<file path="src/rtl/upe_edge_lanes.sv">
// upe_edge_lanes: multi-lane unary edge PE, accumulates a signed product count over a window, adds the upstream psum, outputs via valid/ready
// Ports: weight load (w_*), streamed input (i_*), random-number chain (*_rand_in/out),
// forwarded unary input (u_i_*), window control (start, stream_len, busy),
// upstream psum (psum_in*), result handshake (psum_out*).
// Define UPE_SAT_EN to make every accumulator update saturate instead of wrapping.
module upe_edge_lanes #(
  parameter int W_BW   = 8,
  parameter int I_BW   = 8,
  parameter int RN_BW  = 7,
  parameter int LANES  = 2,
  parameter int O_BW   = 16,
  parameter int LEN_BW = 10
) (
  input  logic                   clk,
  input  logic                   resetn,
  input  logic                   w_load,
  input  logic [W_BW-2:0]        w_abs,
  input  logic                   w_sign,
  input  logic                   i_valid,
  input  logic [I_BW-2:0]        i_abs,
  input  logic                   i_sign,
  input  logic                   rand_en,
  input  logic [LANES*RN_BW-1:0] w_rand_in,
  input  logic [LANES*RN_BW-1:0] i_rand_in,
  output logic [LANES*RN_BW-1:0] w_rand_out,
  output logic [LANES*RN_BW-1:0] i_rand_out,
  output logic [LANES-1:0]       u_i_out,
  output logic                   u_i_sign_out,
  output logic                   u_i_valid_out,
  input  logic                   start,
  input  logic [LEN_BW-1:0]      stream_len,
  input  logic [O_BW-1:0]        psum_in,
  input  logic                   psum_in_valid,
  output logic [O_BW-1:0]        psum_out,
  output logic                   psum_out_valid,
  input  logic                   psum_out_ready,
  output logic                   busy
);
  typedef enum logic [1:0] {IDLE, COMPUTE, MERGE, OUT} state_t;
  state_t state, state_nx;
  logic [W_BW-2:0]   w_abs_reg;
  logic              w_sign_reg;
  logic [LEN_BW-1:0] cnt;
  logic [O_BW-1:0]   acc, pop, delta, merged;
  logic [LANES-1:0]  u_w, u_i;

  function automatic logic [O_BW-1:0] acc_add(input logic [O_BW-1:0] a, input logic [O_BW-1:0] b);
`ifdef UPE_SAT_EN
    logic [O_BW:0] s;
    s = {a[O_BW-1], a} + {b[O_BW-1], b};
    return (s[O_BW] != s[O_BW-1]) ? {s[O_BW], {(O_BW-1){~s[O_BW]}}} : s[O_BW-1:0];
`else
    return a + b;
`endif
  endfunction

  always_comb begin
    pop = '0;
    for (int l = 0; l < LANES; l++) begin
      u_w[l] = RN_BW'(w_abs_reg) > w_rand_out[l*RN_BW +: RN_BW];
      u_i[l] = RN_BW'(i_abs) > i_rand_out[l*RN_BW +: RN_BW];
      pop = pop + O_BW'(u_w[l] & u_i[l]);
    end
    delta = (i_sign ^ w_sign_reg) ? -pop : pop;
    merged = acc_add(acc, psum_in);
  end

  always_comb begin
    state_nx = state;
    unique case (state)
      IDLE:    state_nx = start ? ((stream_len != '0) ? COMPUTE : MERGE) : IDLE;
      COMPUTE: state_nx = (i_valid && cnt == LEN_BW'(1)) ? MERGE : COMPUTE;
      MERGE:   state_nx = psum_in_valid ? OUT : MERGE;
      OUT:     state_nx = psum_out_ready ? IDLE : OUT;
      default: state_nx = IDLE;
    endcase
  end

  assign busy = state != IDLE;

  always_ff @(posedge clk or negedge resetn) begin
    if (!resetn) begin
      state          <= IDLE;
      w_abs_reg      <= '0;
      w_sign_reg     <= 1'b0;
      w_rand_out     <= '0;
      i_rand_out     <= '0;
      u_i_out        <= '0;
      u_i_sign_out   <= 1'b0;
      u_i_valid_out  <= 1'b0;
      cnt            <= '0;
      acc            <= '0;
      psum_out       <= '0;
      psum_out_valid <= 1'b0;
    end else begin
      state         <= state_nx;
      u_i_out       <= u_i;
      u_i_sign_out  <= i_sign;
      u_i_valid_out <= i_valid;
      if (rand_en) begin
        w_rand_out <= w_rand_in;
        i_rand_out <= i_rand_in;
      end
      if (state == IDLE && w_load) begin
        w_abs_reg  <= w_abs;
        w_sign_reg <= w_sign;
      end
      unique case (state)
        IDLE: if (start) begin
          acc <= '0;
          cnt <= stream_len;
        end
        COMPUTE: if (i_valid) begin
          acc <= acc_add(acc, delta);
          cnt <= cnt - 1'b1;
        end
        MERGE: if (psum_in_valid) begin
          acc            <= merged;
          psum_out       <= merged;
          psum_out_valid <= 1'b1;
        end
        OUT: if (psum_out_ready) psum_out_valid <= 1'b0;
        default: ;
      endcase
    end
  end
endmodule

</file>
<file path="config.mk">
export PLATFORM = sky130hd
export DESIGN_NAME = upe_edge_lanes
export DESIGN_NICKNAME = d
export VERILOG_FILES = /design/src/rtl/upe_edge_lanes.sv
export SDC_FILE = /design/constraint.sdc
export NUM_CORES = 1
export LEC_CHECK = 0
export ABC_CLOCK_PERIOD_IN_PS = 6370
export CAP_MARGIN = 20
export CORE_ASPECT_RATIO = 1.75
export CORE_MARGIN = 4
export CORE_UTILIZATION = 55
export CTS_CLUSTER_DIAMETER = 150
export DETAILED_ROUTE_END_ITERATION = 6
export PLACE_DENSITY = 0.87
export SYNTH_ARGS = -nofsm -noshare
export SYNTH_HDL_FRONTEND = slang
export SYNTH_SLANG_ARGS = --single-unit
</file>
<file path="constraint.sdc">
create_clock -name clk -period 6.37 [get_ports clk]
set_clock_uncertainty 0.05 [all_clocks]
set_input_delay 1.274 -clock clk [delete_from_list [all_inputs] [get_ports clk]]
set_output_delay 1.274 -clock clk [all_outputs]
set_load 0.1 [all_outputs]
</file>
==> flow_summary.toml <==
[outcome]
run_status = "finished, final reports clean"

[min_path]
hp-start = "psum_out[9]"
hold_end = "psum_out[9]"
hold-path-cell-count = 2
hold_path_class = "flip-flop to flip-flop"

[synthesis]
ys.flop_type = "dfrtp_1"
syn_avg_cell_area_um2 = 9.406
syn_inst = 593
synthArstFlopShare_pct = 100.0
synth_area_mm2 = 0.005578
synth-seq-cells = 85
synth_cell_types = 52
synth_edf_count = 0
yosysWarnings = 0
yosysTopAreaCell = "dfrtp_1"
yosysSeqAreaShare_pct = 38.13
synth_top_area_share_pct = 38.13
syn_nets = 740
synth_top_cells_by_area = "dfrtp_1 (38%), ha_1 (15%), o21ai_0 (5.5%)"

[grt]
antenna_found_initial = 0
grt_pass1_wl_um = 25420
grt_max_degree = 63
grt_overflow = 0
track_usage_pct = 26.59
grt_pass1_vias = 5259

[floorplan]
fp.dieH_um = 141.2
die_width_um = 84.13
ios = 128
core_mm2 = 0.009910
rows = 48
start_util_pct = 56.29
die-area_mm2 = 0.01188

[placement]
place.gp.congestion = 0.9042
io_buffer_count = 127
dp_slack_ps = 957.7
dp_hpwl_um = 12180

[detailed_routing]
vias = 5046
vias_per_cell = 5.965
dr.pass1.iters = 5
drc = 0
wire_per_inst_um = 18.50
drt-initial-drc-count = 286
wl_um = 15650
drtAntennaViolNets = 0

[timing]
tightest_slew_ps = 1071
fmax_mhz = 197.5
setup-violations-final = 0
maxSlewHeadroom_pct = 28.36
drv_slew = 0
min_period_ps = 5063
period_share_pct = 79.48
hold_viol = 0
fin_ws_ps = 1307
setup-tns-final_ps = 0
rsz0062_at_grt = "false"

[critical_path]
reg2reg_slack_ps = 2020
max_stage_delay_ps = 450
cp_common_cell = "ha_1"
reg2regPathDepth = 20
worstReg2RegStart = "w_rand_out[8]"
path_class = "input pin to flip-flop"
cp-end-kind = "flip-flop"
crit_chain = "clkdlybuf4s50_1 > ha_1 > a21oi_1 > nor2b_1 > o21ai_0 > o21ai_0 > o22a_1 > o221ai_1 > inv_1 > ha_1 > ha_1 > fa_1 > a21o_1 > nand3_1 > a31o_2 > o211ai_1 > a41o_1 > xor2_1 > a221o_1"
cp_max_fo = 5
worst_path_max_delay_cell = "clkdlybuf4s50_1"
crit_required_ps = 6550
r2r-end = "acc[14]"
start_kind = "input pin"
crit_arrival_ps = 5240

[clocking]
clock-sinks = 85
cts_setup_buffers = 0
holdBufCountCts = 0
cts_resized = 0
h-tree-depth = 3
clockBufferDepth = 2
path_clk_slew_ps = 60
clockRootBuffer = "clkbuf_16"
clk_latency_ps = 350
cts_buffers = 9
cts_tree = "built"

[cells_and_area]
nets = 863
drive_gt1_share_pct = 7.490
final_common_cell = "clkdlybuf4s50_1"
seqCellArea_mm2 = 0.002127
final_cell_mix = "clkdlybuf4s50_1 (126), dfrtp_1 (85), ha_1 (67)"
utilization_pct = 73.33
multi_input_area_mm2 = 0.003217
nFillCells = 727
reg.largest.list = "acc x16, psum_out x16"
area_delta_synth_final_pct = 30.28
diodes = 0

[power_and_ir_drop]
p_leak_uw = 0.003407
power_uw = 2849
ir_drop_mv = 0.3389
powerDensity_mw_per_mm2 = 392.0

[job]
cap_violations = 0
## worst max-delay path: cells and delay by family
| family | cells | cell delay [ps] |
|---|---|---|
| AO/OA/AOI/OAI | 10 | 1900 |
| XOR/XNOR | 1 | 140 |
| adder cells (fa/ha/maj) | 4 | 1230 |
| buffers and inverters | 2 | 530 |
| AND/OR/NAND/NOR | 2 | 160 |
## stage by stage
step	cells	cell area, um^2	hold slack (ps)
2_1_floorplan	593	5578	429.4
3_3_place_gp	830	6960	414.7
3_5_place_dp	830	6960	421.3
4_1_cts	846	7267	435.6
5_1_grt	846	7267	477.5
6_report	846	7267	426.5
## synth_stat cells, types with 5 or more instances
library cell,n
a21o_1,18
xor2_1,16
a211oi_1,5
a21oi_1,40
nor2b_1,7
nand2_1,62
clkbuf_1,18
nor2_1,17
o21ai_0,61
nand3_1,24
nand4_1,8
nor4_1,5
o22ai_1,10
dfrtp_1,85
a22oi_1,6
o221ai_1,6
ha_1,67
inv_1,42
nor3_1,5
mux2_2,23
xnor2_1,12
## area by class of cell
| type | instances | area share, % |
|---|---|---|
| flip-flops and latches | 85 | 29.27 |
| clock buffers | 9 | 3.099 |
| multi-input cells | 446 | 44.27 |
| well taps | 125 | 2.152 |
| inverters | 43 | 2.221 |
| clock inverters | 7 | 1.119 |
| repair buffers | 131 | 17.87 |
## worst max-delay path by stage
| stage | end | startpoint | depth (start not counted) |
|---|---|---|---|
| after global routing | acc[14] | i_abs[4] | 19 |
| after detailed placement | acc[14] | i_abs[4] | 19 |
| after floorplan | acc[14] | i_abs[1] | 18 |
| after CTS | acc[14] | i_abs[4] | 19 |
| after global placement | acc[14] | i_abs[4] | 19 |
| final | acc[14] | i_abs[4] | 19 |
## where the power goes
group / internal [uW] / switching [uW] / leakage (uW)
Combinational: 576 / 946 / 0.00218
Sequential: 660 / 122 / 0.00108
Clock: 311 / 234 / 0.000153
## kinds of logic after synthesis
kind of cell,share of synthesized area (%)
flip-flops,38.13
adder cells (fa/ha/maj),15.75
multiplexers,4.823
XOR/XNOR,4.688
buffers and inverters,4.194
AO/OA/AOI/OAI,20.73
AND/OR/NAND/NOR,11.69
## routing by layer
| layer | GRT usage [%] | routed length, um | vias to the layer above | part of all wire [%] |
|---|---|---|---|---|
| met3 | 3.801 | 777 | 32 | 5.0 |
| met1 | 29.31 | 5839 | 2418 | 37 |
| met5 | 0 | 0 | - | 0 |
| met4 | 11.19 | 543 | 0 | 3.5 |
| li1 | - | - | 2410 | - |
| met2 | 49.96 | 8489 | 186 | 54 |
Note: power is estimated with default switching activity, not from simulation.
